==> src/rtl/ip_water_lamp_pkg.sv <==
// Shared types and defaults for the running-light driver.
// Holds the mode and direction enums, board timing constants and the prescaler width helper.
package ip_water_lamp_pkg;

    typedef enum logic {
        MODE_ROTATE = 1'b0,
        MODE_BOUNCE = 1'b1
    } mode_e;

    typedef enum logic {
        DIR_UP   = 1'b0,
        DIR_DOWN = 1'b1
    } dir_e;

    localparam int CLK_HZ              = 50_000_000;
    localparam int STEP_CYCLES_DEFAULT = 25_000_000;

    // A prescaler for a single-cycle step still needs one register bit.
    function automatic int cnt_width(input int cycles);
        return (cycles > 1) ? $clog2(cycles) : 1;
    endfunction

endpackage

==> src/rtl/ip_water_lamp_tick.sv <==
// Free-running prescaler producing a one-cycle step pulse every STEP_CYCLES clocks.
// The pulse is high for the whole cycle in which the count sits at its terminal value.
module ip_water_lamp_tick
    import ip_water_lamp_pkg::*;
#(
    parameter int STEP_CYCLES = STEP_CYCLES_DEFAULT
) (
    input  logic clk_50mhz,
    input  logic rst_n,
    output logic step_o
);

    localparam int              CNT_W    = cnt_width(STEP_CYCLES);
    localparam logic [CNT_W-1:0] CNT_LAST = CNT_W'(STEP_CYCLES - 1);

    logic [CNT_W-1:0] count_q;
    logic [CNT_W-1:0] count_d;

    always_comb begin
        count_d = (count_q == CNT_LAST) ? '0 : count_q + CNT_W'(1);
    end

    // NOTE: sequential state is written with non-blocking assignments only, so every
    // register samples the values from before the edge regardless of block ordering.
    always_ff @(posedge clk_50mhz) begin
        if (rst_n) begin
            count_q <= '0;
        end else begin
            count_q <= count_d;
        end
    end

    assign step_o = (count_q == CNT_LAST);

endmodule

==> src/rtl/ip_water_lamp.sv <==
// Water-lamp driver: a one-hot LED pattern that rotates or bounces once per prescaler step.
// rst_n is an active-high synchronous reset despite its name; the output is fully registered.
module ip_water_lamp
    import ip_water_lamp_pkg::*;
#(
    parameter int LED_NUM     = 4,
    parameter int STEP_CYCLES = STEP_CYCLES_DEFAULT,
    parameter int MODE        = 0,
    parameter int ACTIVE_LOW  = 0
) (
    input  logic               clk_50mhz,
    input  logic               rst_n,
    output logic [LED_NUM-1:0] led_out
);

    localparam bit                 BOUNCE    = (MODE == int'(MODE_BOUNCE));
    localparam logic [LED_NUM-1:0] POL_MASK  = (ACTIVE_LOW != 0) ? '1 : '0;
    localparam logic [LED_NUM-1:0] PAT_RESET = LED_NUM'(1);

    logic               step;
    logic [LED_NUM-1:0] pattern_q;
    logic [LED_NUM-1:0] pattern_d;
    logic [LED_NUM-1:0] shifted;
    logic [LED_NUM-1:0] led_q;
    dir_e               dir_q;
    dir_e               dir_d;

    ip_water_lamp_tick #(
        .STEP_CYCLES (STEP_CYCLES)
    ) u_tick (
        .clk_50mhz (clk_50mhz),
        .rst_n     (rst_n),
        .step_o    (step)
    );

    // NOTE: every signal assigned here gets a default first, so no path can leave it
    // unassigned and infer a latch.
    always_comb begin
        pattern_d = pattern_q;
        dir_d     = dir_q;
        shifted   = '0;
        if (step) begin
            if (!$onehot(pattern_q)) begin
                pattern_d = PAT_RESET;
                dir_d     = DIR_UP;
            end else if (!BOUNCE) begin
                pattern_d = {pattern_q[LED_NUM-2:0], pattern_q[LED_NUM-1]};
            end else if (dir_q == DIR_UP) begin
                shifted   = pattern_q << 1;
                pattern_d = shifted;
                if (shifted[LED_NUM-1]) dir_d = DIR_DOWN;
            end else begin
                shifted   = pattern_q >> 1;
                pattern_d = shifted;
                if (shifted[0]) dir_d = DIR_UP;
            end
        end
    end

    // Polarity is folded in before the output flop so the pins see no logic after it.
    always_ff @(posedge clk_50mhz) begin
        if (rst_n) begin
            pattern_q <= PAT_RESET;
            dir_q     <= DIR_UP;
            led_q     <= PAT_RESET ^ POL_MASK;
        end else begin
            pattern_q <= pattern_d;
            dir_q     <= dir_d;
            led_q     <= pattern_d ^ POL_MASK;
        end
    end

    assign led_out = led_q;

endmodule

==> config.mk <==
export PLATFORM = sky130hd
export DESIGN_NAME = ip_water_lamp
export DESIGN_NICKNAME = d
export VERILOG_FILES = /design/src/rtl/ip_water_lamp_pkg.sv /design/src/rtl/ip_water_lamp_tick.sv /design/src/rtl/ip_water_lamp.sv
export SDC_FILE = /design/constraint.sdc
export NUM_CORES = 1
export LEC_CHECK = 0
export CELL_PAD_IN_SITES_DETAIL_PLACEMENT = 0
export CELL_PAD_IN_SITES_GLOBAL_PLACEMENT = 2
export CORE_MARGIN = 2
export CORE_UTILIZATION = 37
export CTS_BUF_LIST = sky130_fd_sc_hd__clkbuf_16
export DETAILED_ROUTE_END_ITERATION = 10
export GPL_TIMING_DRIVEN = 0
export PLACE_DENSITY_LB_ADDON = 0.1
export SKIP_CTS_REPAIR_TIMING = 1
export SLEW_MARGIN = 20
export SYNTH_ARGS = -nofsm -noshare
export SYNTH_HDL_FRONTEND = slang
export SYNTH_SLANG_ARGS = --single-unit
export TNS_END_PERCENT = 50
==> constraint.sdc <==
create_clock -name clk_50mhz -period 2.5 [get_ports clk_50mhz]
set_input_delay 0.375 -clock clk_50mhz [delete_from_list [all_inputs] [get_ports clk_50mhz]]
set_output_delay 0.375 -clock clk_50mhz [all_outputs]
set_load 0.1 [all_outputs]
==> results of run 1 <==
[flip-flops by register name, summed over array words and instances, names as in the netlist]
register        cells
u_tick.count_q     25
led_out             4
[synth_stat cells, types with 5 or more instances]
library cell and instances:
sky130_fd_sc_hd__nor4_1 5, sky130_fd_sc_hd__or3_1 8, sky130_fd_sc_hd__a21oi_1 7, sky130_fd_sc_hd__xnor2_1 10, sky130_fd_sc_hd__nand4_1 6, sky130_fd_sc_hd__nand2_1 12, sky130_fd_sc_hd__o21ai_0 7, sky130_fd_sc_hd__nor2_1 19
sky130_fd_sc_hd__inv_1 10, sky130_fd_sc_hd__nand3_1 9, sky130_fd_sc_hd__dfxtp_1 29
[per-stage QoR]
stage | hold slack [ns] | cell area (µm²)
3_3_place_gp | 0.450 | 1540
4_1_cts | 0.484 | 1680
3_5_place_dp | 0.473 | 1540
6_report | 0.476 | 1680
5_1_grt | 0.502 | 1680
2_1_floorplan | 0.441 | 1430
[logic make-up (layout without fill, tap and decap cells)]
logic type               count (synthesis)  in the layout  synth area share
AO/OA/AOI/OAI                           19             19            0.0868
XOR/XNOR                                14             14            0.0860
flip-flops                              29             29             0.407
buffers and inverters                   15             28            0.0447
multiplexers                             4              4            0.0281
AND/OR/NAND/NOR                         76             76             0.307
adder cells (fa/ha/maj)                  4              4            0.0404
[placed cells by master (no fill, tap or decap), types with 4 or more instances in the layout]
| cell type | netlist | layout |
|---|---|---|
| sky130_fd_sc_hd__xor2_1 | 4 | 4 |
| sky130_fd_sc_hd__a21oi_1 | 7 | 7 |
| sky130_fd_sc_hd__o21ai_0 | 7 | 7 |
| sky130_fd_sc_hd__mux2i_1 | 4 | 4 |
| sky130_fd_sc_hd__clkbuf_16 | 0 | 5 |
| sky130_fd_sc_hd__nand3_1 | 9 | 9 |
| sky130_fd_sc_hd__or3_1 | 8 | 8 |
| sky130_fd_sc_hd__clkdlybuf4s50_1 | 0 | 5 |
| sky130_fd_sc_hd__nand4_1 | 6 | 6 |
| sky130_fd_sc_hd__nand2_1 | 12 | 12 |
| sky130_fd_sc_hd__inv_1 | 10 | 11 |
| sky130_fd_sc_hd__xnor2_1 | 10 | 10 |
| sky130_fd_sc_hd__nor2_1 | 19 | 19 |
| sky130_fd_sc_hd__dfxtp_1 | 29 | 26 |
| sky130_fd_sc_hd__nor4_1 | 5 | 5 |
[power groups by stage]
stage | clock network [mW] | logic [mW] | registers, mW
global route | 0.592 | 0.0262 | 0.473
global placement | 0 | 0.0221 | 0.482
floorplan | 0 | 0.0165 | 0.481
CTS | 0.569 | 0.0232 | 0.472
finish | 0.553 | 0.0225 | 0.473
detailed placement | 0 | 0.0232 | 0.482
[worst min path at each step]
stage / endpoint / slack [ns]
after detailed placement: u_tick.count_q[0]$_SDFF_PP0_ / 0.47
after floorplan: u_tick.count_q[0]$_SDFF_PP0_ / 0.44
after global placement: led_out[3]$_SDFFE_PP0N_ / 0.45
after global routing: led_out[1]$_SDFFE_PP0N_ / 0.50
after CTS: u_tick.count_q[0]$_SDFF_PP0_ / 0.48
final: led_out[1]$_SDFFE_PP0N_ / 0.48
[worst min-delay path, stage by stage, from the launching register on]
cell and delay (ns):
sky130_fd_sc_hd__dfxtp_2 0.33, sky130_fd_sc_hd__nand2_1 0.05, sky130_fd_sc_hd__mux2i_1 0.05
[per-layer routing]
layer	wire, µm	track usage
met5	0	0
met4	48	0.0765
met3	61	0.0409
met2	1250	0.239
met1	1340	0.190
[cell type report]
| cell class | instances | area, µm² | share of cell area |
|---|---|---|---|
| multi-input cells | 117 | 782 | 0.466 |
| flip-flops and latches | 29 | 584 | 0.348 |
| clock buffers | 5 | 125 | 0.0745 |
| well taps | 48 | 60.1 | 0.0358 |
| repair buffers | 5 | 50.0 | 0.0298 |
| inverters | 10 | 37.5 | 0.0224 |
| plain buffers | 5 | 26.3 | 0.0156 |
| clock inverters | 3 | 13.8 | 0.00820 |
==> results.md, run 1 <==
- The flow ran to the end, and the final reports show no timing, DRC or antenna violations.
- The area fraction of the dominant cell type after synthesis is 0.407.
- The power share of the combinational group is 0.021.
- For flop-to-flop paths, the worst setup slack is 0.27 ns.
- The quantity of I/O buffers inserted on ports is 5.
- The global-route wire length before repair is 4970 µm.
- The total power draw is 1.05 mW.
- The finished layout holds 222 standard cells, fillers aside.
- The top flip-flop cell by instance count after synthesis is sky130_fd_sc_hd__dfxtp_1.
- The destination of the critical timing path is led_out[0]$_SDFFE_PP1N_.
- The total number of vias is 1132.
- Setup violations remaining at the end of the flow were counted as 0.
- The final routed DRC violation total is 0.
- The count of pins over their slew limit is 0.
- Counting every sink on the clock net gives 29.
- At the worst endpoint, the required time is 2.64 ns.
- The critical path contains buffers and inverters numbering 2 combined.
- In this run the worst path has a maximum fanout of 4.
- The cell count after synthesis came out at 161.
- The switching power of the nets is 0.212 mW.
- The number of stages on the worst setup path is 8.
- Power spread over the standard cell area amounts to 624 nW/µm².
- The signal on the critical path passes through inv_1, fa_1, inv_1, ha_1, ha_1, nor3b_1, and3_1, mux2i_1.
- Across all setup checks in the final design, the least slack found is 0.275 ns.
- After the first detailed-routing iteration, the DRC count stood at 93.
- The final layout net count is 179.
- The number of antenna diodes in the final layout is 0.
- Setup repair after global routing left no endpoint under its margin.
- The cell row count is 22.
- The initial cell density of the core is 0.387.
- Fill cells in the final layout number 380.
- The sum of overflow across all layers after global routing is 0.
- The worst hold path begins at led_out[1]$_SDFFE_PP0N_.
- In the final routed layout, each cell accounts on average for 12.2 µm.
- The worst hold path passes through 2 cells.
- The total count of hold-check failures in the final report is 0.
- The via count of the first global-routing pass is 1094.
- The synthesized design contains 29 register bits.
- The critical path starts at led_out[0]$_SDFFE_PP1N_.
- After synthesis, the cell types taking the most area are sky130_fd_sc_hd__dfxtp_1, sky130_fd_sc_hd__xnor2_1, sky130_fd_sc_hd__nor2_1, sky130_fd_sc_hd__or3_1, sky130_fd_sc_hd__nand3_1.
- Compared with the post-synthesis result, the final layout area differs by 17.7%.
- Among all stages on the critical path, the largest delay is contributed by sky130_fd_sc_hd__fa_1.
- The largest stage delay on the critical path is 0.52 ns.
- STA classifies the critical path endpoint as a flip-flop.
- The achievable clock frequency is 0.449 GHz.
- The internal portion of total power is 0.836 mW.
- The mean cell area of the mapped netlist is 8.86 µm².
- In this run, distinct cell masters in the synthesized netlist total 34.
- TritonCTS built the clock tree.
- Summed over all layers, the routed wires come to 2710 µm.
- Counting the buffers created by CTS gives 5.
- The tool flagged a number of max-cap violations equal to 0.
- The netlist area before placement is 1430 µm².
- The total track usage is 0.152.
- In the final layout, the share of cells above drive strength 1 is 0.138.
- The startpoint identified for the worst register-to-register timing path is led_out[0]$_SDFFE_PP1N_.
- In this run the worst hold path is classified as flip-flop to flip-flop.
- The share of total power dissipated in the clock network is 0.528.
- The region available for standard cell placement spans 3690 µm².
- Of the total power, the share spent switching nets is 0.203.
- The standby leakage power is 0.552 nW.
- Broken down by cell family, the worst path's largest delay share belongs to adder cells.
- The post-route minimum period is 2.23 ns.
- The count of flip-flops with a built-in enable after synthesis is 0.
- The setup TNS after final layout is 0 ns.
- The cell sitting at the root of the clock tree is a sky130_fd_sc_hd__clkbuf_16.
- The congestion estimate from routability-driven global placement came to 0.708.
- The I/O pin total is 6.
- Detailed placement ended at an HPWL of 1970 µm.
- Of the available clock period, the critical path in the final layout requires 0.890.
- The clock tree skew after final layout is 0.00297 ns.
- The clock input transition at the sequential cells of the worst setup and hold paths is 0.05 ns.
- The die is 66.1 µm tall.
- The maximum number of pins on one net before global-route repair is 11.
- The number of cells on the worst reg-to-reg path is 8.
- The number of warnings issued by yosys is 0.
- The via density per instance is 5.10.
- The worst setup timing slack at the placement stage is 0.269 ns.
- The worst-case IR drop observed on VDD is 0.000317 V.
- Counting every net in the synthesized netlist gives 167.
- The pre-antenna-repair detailed-routing pass consisted of 4 iterations.
- The number of instances in the placed design is 214.
- At the pin with the least slew margin, the transition time is 0.962 ns.
- Of the synthesized area, sequential elements account for 0.407.
- The capture point of the worst reg-to-reg path is led_out[0]$_SDFFE_PP1N_.
- The die covers 4370 µm².
- The longest clock path from root to sink contains 2 buffers.
- By startpoint and endpoint, the worst setup path is classified as flip-flop to flip-flop.
- For this run, asynchronously set or reset flops after synthesis account for 0.
- The number of antenna violations at the first check in global routing came to 0.
- The utilization of the core after routing is 0.455.
- The floorplan step set the die width to 66.1 µm.
- The normalized max-slew margin is 0.357.
- The H-tree depth is 2.
- The remaining number of nets flagged by the antenna check after routing is 0.
- The share of total power dissipated in sequential elements is 0.451.
- The worst setup path is launched from a flip-flop.
- The cell type contributing the most total cell area after synthesis is sky130_fd_sc_hd__dfxtp_1.
- For the worst setup path, the data arrival time is 2.36 ns.
- The clock reaches the later pin of the worst-skew pair after 0.27 ns.
(Power assumes the default switching activity.)
==> inputs of run 2 (changes only) <==
Settings changed: CORE_ASPECT_RATIO set to 1.25.
==> run 2 against run 1 <==
Against the previous run: total power is 1.3% lower; global-route usage is 0.11 points higher; maximum frequency grew 2.1%; via count is 1.2% lower; clock power fell by 3%; cell count is 3.6% lower; count of clock-buffer cells in the layout did not move; combinational power is 3% lower; wire length decreased by 1.1%; die area hardly changed; utilization down 1.1 points; highest routed layer unchanged.
==> results.md, run 2 (same netlist as run 1, synthesis figures left out) <==
- The via density per instance is 5.22 (+2.5%).
- The latest clock arrival within the worst-skew pair is 0.27 ns (about the same).
- The first-pass iteration count of the detailed router is 4 (unchanged).
- The slew of the pin with the lowest slew margin was 0.964 ns (+0.00190 ns).
- The normalized max-slew margin is 0.355 (-0.00127).
- The portion of the clock cycle consumed by the worst path in the final layout is 0.871 (-0.0186).
- The most common library cell in the layout ignoring fill and taps is sky130_fd_sc_hd__dfxtp_1.
- The worst slack on hold paths came to 0.457 ns (-0.0187 ns).
- The setup TNS after final layout was 0 ns (unchanged).
- The relative contribution of sequential cells to total power is 0.457 (+0.006).
- The flip-flop count of the largest register after layout is 25 (unchanged).
- The achievable clock frequency is 0.459 GHz (+2.1%).
- The count of pins over their slew limit came to 0 (unchanged).
- The switching power of the nets came to 0.202 mW (-4.6%).
- The final weighted congestion in routability-driven placement was 0.714 (+0.88%).
- The cell at the root of the clock tree is sky130_fd_sc_hd__clkbuf_16.
- The global-route wire length before repair is 5040 µm (+1.3%).
- The net switching share of the total power is 0.196 (-0.00679).
- The remaining number of nets flagged by the antenna check after routing came to 0 (unchanged).
- The H-tree depth came to 2 (unchanged).
- The total power draw is 1.03 mW (-1.3%).
- The worst-case vdd ir drop is 0.000376 V (+19%).
- The die outline area was 4370 µm² (about the same).
- The cell row count was 25 (+14%).
- On the critical path, the stage with the largest delay is an instance of sky130_fd_sc_hd__fa_1.
- The kind of cell with the highest combined delay along the critical path is adder cells.
- The TritonCTS clock tree is done.
- The CTS buffer count is 5 (unchanged).
- The HPWL after detailed placement came to 1950 µm (-1.0%).
- The internal portion of total power is 0.832 mW (-0.48%).
- The flow ran to the end, and the final reports show no timing, DRC or antenna violations.
- The worst setup path is captured at a flip-flop.
- The maximum number of pins on one net before global-route repair came to 11 (unchanged).
- The clock sink total came to 29 (unchanged).
- The number of diodes added for antenna fixing is 0 (unchanged).
- The critical path in this run is classified as flip-flop to flip-flop.
- The number of antenna violations at the first check in global routing was 0 (unchanged).
- The post-route minimum period is 2.18 ns (-0.0466 ns).
- The total count of hold-check failures in the final report is 0 (unchanged).
- The required time reported for the critical path endpoint is 2.64 ns (about the same).
- The chip height came to 73.4 µm (+11%).
- The final layout net count is 179 (unchanged).
- The I/O pin total is 6 (unchanged).
- The sum of overflow across all layers after global routing is 0 (unchanged).
- The power density over the cells came to 621 nW/µm² (-0.58%).
- Ranked by flip-flop count, first place goes to u_tick.count_q.
- The total track usage is 0.153 (+0.00107).
- The area growth from synthesis to layout is 16.8%.
- The core footprint came to 3750 µm² (+1.8%).
- The critical-path maximum fanout is 4 (unchanged).
- The clock input transition at the sequential cells of the worst setup and hold paths came to 0.05 ns (about the same).
- The initial cell density of the core came to 0.380 (-0.00670).
- The fraction of layout instances using a drive strength above 1 is 0.126 (-0.0115).
- The quantity of I/O buffers inserted on ports is 5 (unchanged).
- The horizontal die dimension came to 59.5 µm (-9.9%).
- The classification of the worst-slack hold path is flip-flop to flip-flop.
- In the layout the commonest cells are sky130_fd_sc_hd__dfxtp_1, sky130_fd_sc_hd__nor2_1, sky130_fd_sc_hd__inv_1.
- The number of inserted filler cells in the final layout came to 391 (+2.9%).
- The filler-free cell count of the finished design is 214 (-3.6%).
- The kind of start point of the critical path is a flip-flop.
- Setup repair after global routing left no endpoint under its margin.
- The detail-routed net length per standard cell came to 12.5 µm (+2.6%).
- The final routed DRC violation total is 0 (unchanged).
- Traced cell by cell, the critical path runs through inv_1, fa_1, inv_1, ha_1, ha_1, nor3b_1, and3_1, mux2i_1.
- The total wirelength of the detailed-routed design is 2680 µm (-1.1%).
- The utilization of the core after routing is 0.444 (-0.0112).
- The maximum clock path buffer count is 2 (unchanged).
- The final setup violation count is 0 (unchanged).
- The via count of the first global-routing pass is 1130 (+3.3%).
- The count of buffering cells on the critical path with inverters included is 2 (unchanged).
- The data arrival time of the worst path came to 2.31 ns (-0.05 ns).
- The number of design-rule violations left by the first detailed-router iteration came to 51 (-45%).
- The reported max-cap violation count is 0 (unchanged).
- The number of instances in the placed design was 206 (-3.7%).
- The total number of vias came to 1118 (-1.2%).
- The standby leakage power is 0.555 nW (+0.51%).
- The power share of the combinational group is 0.021 (about the same).
- The clock tree skew after final layout was 0.00502 ns (+0.00205 ns).
- The largest stage delay on the critical path is 0.52 ns (about the same).
- The clock group share of total power is 0.522 (-0.006).
-- run 2: changes by cell type in the layout (fill, tap and decap cells not counted), sizes merged --
cell	previous run	this run
clkinv	2	0
inv	11	13
-- run 2: tightest hold or removal path, cell delays in order, from the launching register on --
cell and delay [ns]:
sky130_fd_sc_hd__dfxtp_2 0.32, sky130_fd_sc_hd__nand2_1 0.05, sky130_fd_sc_hd__mux2i_1 0.05
-- run 2: cell type report --
class / count / area [µm²] / area share
inverters: 10 / 37.5 / 0.0225
well taps: 40 / 50.0 / 0.0300
plain buffers: 5 / 26.3 / 0.0158
clock buffers: 5 / 125 / 0.0751
repair buffers: 5 / 50.0 / 0.0300
flip-flops and latches: 29 / 584 / 0.351
clock inverters: 3 / 11.3 / 0.00676
multi-input cells: 117 / 782 / 0.469
-- run 2: power by group through the flow --
| stage | registers (mW) | logic (mW) | clock network, mW |
|---|---|---|---|
| 2_1_floorplan | 0.481 | 0.0165 | 0 |
| 3_3_place_gp | 0.482 | 0.0221 | 0 |
| 3_5_place_dp | 0.482 | 0.0225 | 0 |
| 4_1_cts | 0.473 | 0.0226 | 0.555 |
| 5_1_grt | 0.473 | 0.0261 | 0.581 |
| 6_report | 0.473 | 0.0219 | 0.539 |
-- run 2: layer usage --
metal,track usage,vias up,part of all wire
li1,-,594,-
met1,0.182,509,0.48
met2,0.252,11,0.48
met3,0.0475,4,0.026
met4,0.0667,0,0.015
met5,0,-,0
-- run 2: worst paths after layout --
kind / startpoint / endpoint / slack [ns] / cells after the start
setup / recovery: led_out[0]$_SDFFE_PP1N_ / led_out[0]$_SDFFE_PP1N_ / 0.32 / 8
hold / removal: led_out[3]$_SDFFE_PP0N_ / led_out[3]$_SDFFE_PP0N_ / 0.46 / 2
setup reg to reg: led_out[0]$_SDFFE_PP1N_ / led_out[0]$_SDFFE_PP1N_ / 0.32 / 8
hold reg to reg: led_out[3]$_SDFFE_PP0N_ / led_out[3]$_SDFFE_PP0N_ / 0.46 / 2
-- run 2: metrics by stage --
step | worst slack (ns) | instance area (µm²)
2_1_floorplan | 0.00782 | 1430
3_3_place_gp | 0.295 | 1530
3_5_place_dp | 0.313 | 1530
4_1_cts | 0.304 | 1670
5_1_grt | 0.0615 | 1670
6_report | 0.321 | 1670
==> inputs of run 3 (changes only) <==
Settings changed: CTS_CLUSTER_DIAMETER set to 150.
==> results of run 3 <==
Final layout, timing and power as in run 2 (identical DEF).
